`config.mk`:
```
export PLATFORM = sky130hd
export DESIGN_NAME = core_sequencer
export DESIGN_NICKNAME = d
export VERILOG_FILES = /design/src/rtl/core_sequencer.sv
export SDC_FILE = /design/constraint.sdc
export NUM_CORES = 1
export LEC_CHECK = 0
export CAP_MARGIN = 20
export CORE_UTILIZATION = 46
export CTS_BUF_LIST = sky130_fd_sc_hd__clkbuf_4
export DETAILED_ROUTE_END_ITERATION = 10
export PLACE_DENSITY = 0.8
export SYNTH_ARGS = -nofsm -noshare
export SYNTH_HDL_FRONTEND = slang
export SYNTH_SLANG_ARGS = --single-unit
```
`constraint.sdc`:
```
create_clock -name clk -period 2 [get_ports clk]
set_input_delay 0.4 -clock clk [delete_from_list [all_inputs] [get_ports clk]]
set_output_delay 0.4 -clock clk [all_outputs]
set_load 0.005 [all_outputs]
```
`src/rtl/core_sequencer.sv`:
```
// -----------------------------------------------------------------------------
// core_sequencer
//   Multi-cycle control FSM for the RV32I integer core. It fetches one
//   instruction at a time over a req/ack handshake, holds the word on
//   fetched_inst, steps decode/execute/writeback with one-cycle enables and
//   then advances the PC. Unsupported opcodes park the FSM in TRAP until
//   reset. An external halt is honoured only at the instruction boundary.
//
// Ports
//   clk           : core clock, all state changes on the rising edge
//   reset_n       : asynchronous active-low reset
//   imem_req      : fetch request, held high until acknowledged
//   imem_addr     : fetch address (always the current pc)
//   imem_ack      : memory presents imem_rdata this cycle
//   imem_rdata    : instruction word from memory
//   halt          : stop at the next instruction boundary
//   fetched_inst  : latched instruction for the decode unit
//   decode_en     : one-cycle decode strobe
//   exec_en       : one-cycle execute strobe
//   wb_en         : one-cycle register-file write strobe
//   pc            : address of the current instruction
//   busy          : low only in HALTED and TRAP
//   illegal_inst  : sticky unsupported-instruction flag
//   retired_count : instructions that completed writeback (wraps)
// -----------------------------------------------------------------------------
module core_sequencer #(
  parameter int unsigned         PC_WIDTH = 32,
  parameter logic [PC_WIDTH-1:0] RESET_PC = {PC_WIDTH{1'b0}}
) (
  input  logic                clk,
  input  logic                reset_n,
  output logic                imem_req,
  output logic [PC_WIDTH-1:0] imem_addr,
  input  logic                imem_ack,
  input  logic [31:0]         imem_rdata,
  input  logic                halt,
  output logic [31:0]         fetched_inst,
  output logic                decode_en,
  output logic                exec_en,
  output logic                wb_en,
  output logic [PC_WIDTH-1:0] pc,
  output logic                busy,
  output logic                illegal_inst,
  output logic [31:0]         retired_count
);

  localparam logic [2:0] ST_FETCH     = 3'd0;
  localparam logic [2:0] ST_DECODE    = 3'd1;
  localparam logic [2:0] ST_EXECUTE   = 3'd2;
  localparam logic [2:0] ST_WRITEBACK = 3'd3;
  localparam logic [2:0] ST_HALTED    = 3'd4;
  localparam logic [2:0] ST_TRAP      = 3'd5;

  localparam logic [PC_WIDTH-1:0] PC_STEP = PC_WIDTH'(3'd4);

  // Only OP-IMM without the shift variants is executable by the datapath.
  function automatic logic is_supported(input logic [6:0] opcode,
                                        input logic [2:0] funct3);
    logic ok;
    if (opcode == 7'b0010011) begin
      ok = (funct3 != 3'b001) && (funct3 != 3'b101);
    end else begin
      ok = 1'b0;
    end
    return ok;
  endfunction

  logic [2:0]          state_r;
  logic [2:0]          state_next_s;
  logic                fetch_accept_s;
  logic                imem_req_r;
  logic                decode_en_r;
  logic                exec_en_r;
  logic                wb_en_r;
  logic                busy_r;
  logic                illegal_r;
  logic [31:0]         fetched_inst_r;
  logic [PC_WIDTH-1:0] pc_r;
  logic [31:0]         retired_r;

  // An ack only counts while our own request is actually on the bus.
  assign fetch_accept_s = (state_r == ST_FETCH) && imem_req_r && imem_ack;

  // Next-state selection.
  always_comb begin
    state_next_s = state_r;
    case (state_r)
      ST_FETCH: begin
        if (fetch_accept_s) begin
          if (is_supported(imem_rdata[6:0], imem_rdata[14:12])) begin
            state_next_s = ST_DECODE;
          end else begin
            state_next_s = ST_TRAP;
          end
        end else begin
          state_next_s = ST_FETCH;
        end
      end
      ST_DECODE:    state_next_s = ST_EXECUTE;
      ST_EXECUTE:   state_next_s = ST_WRITEBACK;
      ST_WRITEBACK: state_next_s = halt ? ST_HALTED : ST_FETCH;
      ST_HALTED:    state_next_s = halt ? ST_HALTED : ST_FETCH;
      ST_TRAP:      state_next_s = ST_TRAP;
      default:      state_next_s = ST_TRAP;
    endcase
  end

  // State and all control outputs are registered from the next state, so
  // they never depend combinationally on inputs. After reset the FSM sits in
  // FETCH with the request low for one cycle, then raises it.
  always_ff @(posedge clk or negedge reset_n) begin
    if (!reset_n) begin
      state_r        <= ST_FETCH;
      imem_req_r     <= 1'b0;
      decode_en_r    <= 1'b0;
      exec_en_r      <= 1'b0;
      wb_en_r        <= 1'b0;
      busy_r         <= 1'b1;
      illegal_r      <= 1'b0;
      fetched_inst_r <= 32'd0;
      pc_r           <= RESET_PC;
      retired_r      <= 32'd0;
    end else begin
      state_r     <= state_next_s;
      imem_req_r  <= (state_next_s == ST_FETCH);
      decode_en_r <= (state_next_s == ST_DECODE);
      exec_en_r   <= (state_next_s == ST_EXECUTE);
      wb_en_r     <= (state_next_s == ST_WRITEBACK);
      busy_r      <= (state_next_s != ST_HALTED) && (state_next_s != ST_TRAP);
      illegal_r   <= illegal_r | (state_next_s == ST_TRAP);
      if (fetch_accept_s) begin
        fetched_inst_r <= imem_rdata;
      end else begin
        fetched_inst_r <= fetched_inst_r;
      end
      // Retirement happens at the end of the writeback cycle; pc wraps.
      if (state_r == ST_WRITEBACK) begin
        pc_r      <= pc_r + PC_STEP;
        retired_r <= retired_r + 32'd1;
      end else begin
        pc_r      <= pc_r;
        retired_r <= retired_r;
      end
    end
  end

  assign imem_req      = imem_req_r;
  assign imem_addr     = pc_r;
  assign decode_en     = decode_en_r;
  assign exec_en       = exec_en_r;
  assign wb_en         = wb_en_r;
  assign busy          = busy_r;
  assign illegal_inst  = illegal_r;
  assign fetched_inst  = fetched_inst_r;
  assign pc            = pc_r;
  assign retired_count = retired_r;

endmodule

```
Yosys cells after proc, flatten, opt, wreduce, memory -nomap -nowiden
Index checks and enable logic that the tools add are counted.
Cells by class
  $add $sub $neg: 2
  equality and inequality tests: 13
  multiplexer cells: 7
  reduce and logical (&&, ||, !) cells: 7
  bitwise gates (word level): 1
Operators with widths (number)
  adder 32 x 1 -> 32 bit, second input constant: 1
  adder 32 x 3 -> 32 bit, second input constant: 1
  equality test 3 x 2 -> 1 bit, second input constant: 4
  case mux 3 bit (4 select lines): 1
  2-to-1 mux 3 bit: 3
  inequality test 3 bit, second input constant: 3
  equality test 7 x 5 -> 1 bit, second input constant: 1
  equality test 3 x 1 -> 1 bit, second input constant: 2
  equality test 3 bit, second input constant: 2
  zero test 3 bit: 2
  logical AND 1 bit: 4
  2-to-1 mux 1 bit: 3
  inequality test 3 x 1 -> 1 bit, second input constant: 1
  OR reduction 2 bit: 1
  bitwise OR 1 bit: 1
Storage, ports and cells
  word-level logic and storage cells: 40
  output and inout port bits: 134
  bits of input ports: 36
  register bits after elaboration: 105

Depth between registers and ports, before layout
  depth after elaboration: 10
  mapped depth: 7
  depth with buffers taken out: 5

Least setup slack after synthesis
OpenSTA, ideal clock, no wires.
  path type: register to register
  start point: register pc_r[4] (netlist: imem_addr[4])
  end point: register pc_r[30] (netlist: imem_addr[30])
  clock period less this slack: 1.525 ns
  setup time: 0.079 ns
  arrival time: 1.446 ns
  setup slack: 0.475 ns
  path buffers: 1
  stages on the path, launching flop included: 6
  required time: 1.921 ns
  path through: dfrtp_1 and4_4 nand3_4 buf_6 nor4_1 xor2_1
Between the ends
  cells in the longest elaborated chain, start to end: 1
Ends and longest elaborated chain
  from (decl): RTL line 78  | logic [PC_WIDTH-1:0] pc_r;
  from (signal assigned): RTL line 138  | pc_r <= pc_r + PC_STEP;
  from (signal assigned): RTL line 141  | pc_r <= pc_r;
  adder 32 x 3 -> 32 bit: RTL line 138
No other way between the ends.
A chain may end at the register's enable or synchronous reset.

Worst setup path after layout
  start point: register pc_r[4] (netlist: imem_addr[4])
  end point: output pc[4]
RTL lines
  to (decl): RTL line 41  | output logic [PC_WIDTH-1:0] pc,
No word-level cell between the ends.

==> results.md <==
- Die Y: 103.4 µm
- Area growth syn-to-layout: 37.09%
- Synthesized area: 0.004726 mm²
- Mapped Cells: 398
- Post-synth ARST share: 100.0%
- Crit path to: pc[4]
- CP max-delay cell: clkdlybuf4s50_1
- Routability Congestion: 0.8311
- Die area: 0.01068 mm²
- Crit-path cells: clkdlybuf4s50_1
- Worst Path Arrival: 1.52 ns
- Critical Path Max Stage Delay: 0.55 ns
- HPWL Detailed: 8086 µm
- # fillers: 737
- Metal-1 WL: 4534 µm
- Syn avg cell area: 11.87 µm²
- Met2 Routed Length: 5705 µm
- DR WL/cell: 15.82 µm
- Fraction of final layout cells sized beyond drive strength 1: 12.07%
- Number of global-route vias before repair: 3424
- Hold_buf cts: 1
- Count of pins over their slew limit: 0
- Final Net Count: 580
- Worst Path Required: 1.60 ns
- Actual slew at the worst max-slew pin: 0.5546 ns
- I/O pins: 170
- Slew HR: 63.02%
- Core Footprint: 0.009864 mm²
- Multi-input gate area: 0.001782 mm²
- Row count: 36
- Stages on worst setup path: 1
- Vias/cell: 5.179
- Fin. Hold Viols: 0
- Post-CTS resize count: 0
- Register area: 0.002579 mm²
- Worst-path clk slew: 0.16 ns
- Max layer used: met4
- Hold Slack: 0.4668 ns
- TritonCTS Buffers: 9
- Crit path launch type: flip-flop
- Post-DRT Antenna Nets: 0
- Iter 0 DRT Violations: 99
- Clk_skew: 0.02053 ns
- Static leakage: 2.933 nW
- Initial antenna violation count: 0
- Critical path class: flip-flop to primary output
- Top delay family on crit path: buffers and inverters
- Top_reg_cell synth: dfrtp_1
- Clk Latency, worst-skew pair: 0.45 ns
- Number of max-cap violations: 0
- Status: complete, no violations
- # DRC: 0
- Via count: 3527
- CTS root buffer: clkbuf_4
- Worst hold path class: primary input to async pin
- Final Cycle Share: 95.87%
- R2r setup slk: 0.13 ns
- Post-Route WL: 10770 µm
- H-Tree Depth: 3
- Gr ovfl total: 0
- GRT Total Usage: 20.37%
- Starting Density: 47.91%
- First-pass GRT wire length: 16660 µm
- Share of the yosys chip area belonging to registers: 54.57%
- CTS tree: built
- Crit path from: imem_addr[4]
- Port bufs: 165
- Crit-path max FO: 7
- Post-route minimum period: 1.917 ns
- Number of synthesized flops with an enable pin: 0
- Reg2Reg Depth: 4
- Pwr dens: 911.0 mW/mm²
- Post-CTS Setup Inserts: 0
- Seq cells post-synth: 103
- CTS sink cnt: 103
- Largest net degree at the start of global routing: 42
- Met3 wire len: 327 µm
- Die extent in x: 103.4 µm
- Distinct cells, synth: 36
- Reg2reg start: retired_count[5]
- Worst Setup End Kind: primary output
- DR pass1 iterations: 4
- RSZ-0062 raised after global routing: false
- Yosys warnings: 0
- Setup-failing EPs final: 0
- Clk buf depth: 2
- Power Total: 5.902 mW
- FMAX: 521.5 MHz
- FF-to-FF End: retired_count[23]
- VDD IR-drop max: 618.0 µV
- CP Buf/Inv Count: 1
## Yosys cell counts (all sizes together) (2+ instances only)
| library cell | number | area share, % |
|---|---|---|
| nand2 | 23 | 1.9 |
| a21oi | 3 | 0.32 |
| nor2 | 13 | 1.0 |
| mux2 | 33 | 7.9 |
| buf | 45 | 7.0 |
| nand4 | 15 | 2.4 |
| xnor2 | 16 | 3.0 |
| dfrtp | 102 | 54 |
| o21ai | 3 | 0.32 |
| nor4 | 27 | 3.6 |
| and3 | 10 | 1.3 |
| nand3 | 17 | 2.3 |
| inv | 11 | 0.87 |
| xor2 | 45 | 8.3 |
| and4 | 7 | 1.4 |
| ha | 2 | 0.53 |
| and2 | 3 | 0.40 |
| nor3 | 12 | 1.3 |
## layer usage
metal	vias to the layer above	track usage, %
met5	-	0
met4	0	9.534
met3	14	2.218
met2	106	35.61
met1	1765	25.36
li1	1642	-
## layout by cell type, fill, tap and decap left out, drive strengths merged, types with 2 or more instances in the layout
cell type / instances
nand4: 15
xor2: 45
nand2: 23
buf: 11
dfrtp: 102
and3: 10
xnor2: 16
mux2: 33
and4: 7
nor4: 27
clkbuf: 9
conb: 4
nor2: 13
inv: 14
ha: 2
and2: 3
clkinv: 3
nand3: 17
nor3: 12
a21oi: 3
o21ai: 3
clkdlybuf4s50: 164
## flip-flops by register name, indices dropped and copies added, names as in the netlist
name,count
busy,1
decode_en,1
exec_en,1
fetched_inst,32
illegal_inst,1
imem_addr,30
imem_req,1
retired_count,32
state_r,3
wb_en,1
## area by class of cell
type	instances	area share, %
Clock inverter	7	1.062
Sequential cell	103	39.80
Antenna cell	1	0.03862
Clock buffer	9	1.043
Tap cell	133	2.569
Inverter	11	0.6373
Multi-Input combinational cell	241	27.50
Timing Repair Buffer	176	27.35
## logic make-up after synthesis
| family | Yosys count | synth area share, % |
|---|---|---|
| mux | 33 | 7.863 |
| simple gates | 132 | 16.47 |
| fa+ha+maj | 2 | 0.5294 |
| xor+xnor | 61 | 11.31 |
| buf+inv | 57 | 7.969 |
| flops | 103 | 54.57 |
| compound gates | 9 | 1.218 |
| other cells | 1 | 0.07935 |
## stage by stage
step                      setup TNS, ns  utilization [%]  cell area [µm²]  std cells  setup slack (ns)
after detailed placement      -0.004993            64.17             6330        663         -0.004993
after CTS                             0            65.65             6476        680           0.04763
after floorplan                       0                -             4737        401            0.4750
after global placement                0            64.17             6330        663           0.08340
final                                 0            65.68             6479        681           0.08258
after global routing                  0            65.65             6476        680           0.01270
## worst reg2reg max path: stages, from the launching register on
cell	delay (ns)
dfrtp_1	0.48
and4_4	0.29
nand4_4	0.28
nor4_1	0.54
xor2_1	0.21
## where the power goes
part           total [mW]  switching, mW  internal (mW)  leakage (nW)
Clock                1.08          0.690          0.386        0.0762
Sequential           2.85          0.313           2.54          1.36
Combinational        1.97          0.684           1.29          1.50
Total                5.90           1.69           4.21          2.93
## worst min-delay path by stage
stage | slack [ns] | depth (start not counted) | endpoint | from
global route | 0.50 | 2 | fetched_inst[17] | reset_n
finish | 0.47 | 2 | fetched_inst[21] | reset_n
CTS | 0.45 | 2 | fetched_inst[25] | reset_n
detailed placement | 0.43 | 1 | fetched_inst[21] | reset_n
global placement | 0.41 | 1 | fetched_inst[21] | reset_n
floorplan | 0.10 | 0 | decode_en | reset_n
Note: power is estimated with default switching activity, not from simulation.
==> patch, RTL diff (same flow settings) <==
Change the parameter `PC_WIDTH` from 32 to 64.
--- a/src/rtl/core_sequencer.sv
+++ b/src/rtl/core_sequencer.sv
@@ -24,7 +24,7 @@
 //   retired_count : instructions that completed writeback (wraps)
 // -----------------------------------------------------------------------------
 module core_sequencer #(
-  parameter int unsigned         PC_WIDTH = 32,
+  parameter int unsigned         PC_WIDTH = 64,
   parameter logic [PC_WIDTH-1:0] RESET_PC = {PC_WIDTH{1'b0}}
 ) (
   input  logic                clk,
Interface: changed (resized imem_addr and pc); port bits go from 170 to 234. No check against the original RTL was run, so the function may have changed too.
==> patch against the unedited design <==
  * Worst setup slack worse by 0.0012 ns
  * Wire length grew 43%
  * Total power fell by 28%
  * Largest power group unchanged
  * Largest cell class unchanged
  * Sequential cell count increased by 32
  * Final area increased by 42%
  * Count of clock-buffer cells in the layout rose by 11
  * Synthesized area rose by 35%
==> patch: results (changes against the unedited design) <==
<table>
<tr><th>Metric</th><th>Value</th></tr>
<tr><th colspan="2">Status</th></tr>
<tr><td>Status</td><td>completed (unchanged)</td></tr>
<tr><th colspan="2">Synthesis</th></tr>
<tr><td>Number of instances in the synthesized netlist</td><td>567 (was 398)</td></tr>
<tr><td>Area fraction of the dominant cell type after synthesis</td><td>52.6% (was 54.0%)</td></tr>
<tr><td>Share of the yosys chip area belonging to registers</td><td>53.0% (was 54.6%)</td></tr>
<tr><th colspan="2">Clock network</th></tr>
<tr><td>Clk slew on worst S/H paths</td><td>0.10 ns (was 0.16 ns)</td></tr>
<tr><td>Clock latency at the later pin of the worst-skew pair</td><td>0.52 ns (was 0.45 ns)</td></tr>
<tr><td>Clock net sink count</td><td>135 (was 103)</td></tr>
<tr><th colspan="2">GRT</th></tr>
<tr><td>Global-route usage over all layers</td><td>22.1% (was 20.4%)</td></tr>
<tr><td>Largest net degree at the start of global routing</td><td>45 (was 42)</td></tr>
<tr><td>First-pass GRT wire length</td><td>24700 um (was 16700 um)</td></tr>
<tr><th colspan="2">Setup path</th></tr>
<tr><td>FF-to-FF setup slack</td><td>0.11 ns (was 0.13 ns)</td></tr>
<tr><td>Endpoint of the worst register-to-register path</td><td>retired_count[30] (was retired_count[23])</td></tr>
<tr><td>Register-to-Register Path Depth</td><td>5 (was 4)</td></tr>
<tr><td>R2R Path Start</td><td>retired_count[8] (was retired_count[5])</td></tr>
<tr><th colspan="2">Pwr</th></tr>
<tr><td>Worst VDD drop</td><td>0.369 mV (was 0.618 mV)</td></tr>
<tr><td>Sw power</td><td>965 uW (was 1.69 mW)</td></tr>
<tr><td>Lkg Pwr</td><td>4.52 nW (was 2.93 nW)</td></tr>
<tr><th colspan="2">Detailed routing</th></tr>
<tr><td>1st-iter DRT viols</td><td>202 (was 99)</td></tr>
<tr><td>Drt via density</td><td>5.04 (was 5.18)</td></tr>
<tr><td>Routed via count</td><td>4964 (was 3527)</td></tr>
<tr><th colspan="2">Placement</th></tr>
<tr><td>Post-detailed-placement half-perimeter wirelength</td><td>11300 um (was 8090 um)</td></tr>
<tr><td>Worst setup slack after placement</td><td>-0.107 ns (was -0.00499 ns)</td></tr>
<tr><td>Routability congestion estimate from global placement</td><td>0.812 (was 0.831)</td></tr>
<tr><td>Input/output buffers</td><td>229 (was 165)</td></tr>
<tr><th colspan="2">Timing</th></tr>
<tr><td>Worst setup skew after layout</td><td>0.0127 ns (was 0.0205 ns)</td></tr>
<tr><th colspan="2">Finish</th></tr>
<tr><td># nets final</td><td>838 (was 580)</td></tr>
</table>
-- patch: cell types whose count changed after synthesis, moves of 12 or more --
cell	delta
dfrtp_1	+32
buf_4	+31
xnor2_1	+30
nand2_1	+29
nor4_1	-21
nand3_1	+20
nor2_1	+17
nor3_1	+12
-- patch: final cells by class --
cell class / instances / area [um^2]
clock buffer: 20 / 150
clock inverter: 8 / 37.5
fill: 959 / 4220
inverter: 13 / 48.8
multi-input combinational: 348 / 2510
sequential: 135 / 3410
tap: 176 / 220
timing repair buffer: 285 / 2810
-- patch: layer usage --
layer | track usage [%] | routed length [um] | vias up
met5 | 0 | 0 | -
met4 | 7.03 | 195 | 0
met3 | 8.32 | 1300 | 19
met2 | 37.0 | 7680 | 203
met1 | 26.2 | 6190 | 2425
li1 | - | - | 2317
-- patch: repair_timing --
action,4_1_cts,5_1_grt
hold buffers,1,0
endpoints found under the hold margin,35,0
pin swaps,0,5
setup buffers,4,16
endpoints found under the setup margin,19,76
resized for setup,12,57
-- patch: through the flow --
| stage | total power, mW | util [%] |
|---|---|---|
| after floorplan | 2.79 | - |
| after global placement | 2.92 | 64.6 |
| after detailed placement | 2.93 | 64.6 |
| after CTS | 4.30 | 66.3 |
| after global routing | 4.43 | 68.5 |
| final | 4.25 | 68.5 |
-- patch: cells by family after synthesis --
family	share of synthesized area, %
AOI/OAI and AO/OA	0.726
xor gates and xnor gates	12.8
adders and majority gates	0.392
buffers and inverters	9.06
DFF	53.0
muxes	5.47
other	0.0588
and+or+nand+nor	18.5
-- patch: power groups by stage --
stage,registers (mW),clock network (mW),logic (mW)
CTS,2.73,1.43,0.146
global placement,2.78,0,0.141
floorplan,2.78,0,0.0100
finish,2.73,1.38,0.141
global route,2.73,1.54,0.160
detailed placement,2.78,0,0.144
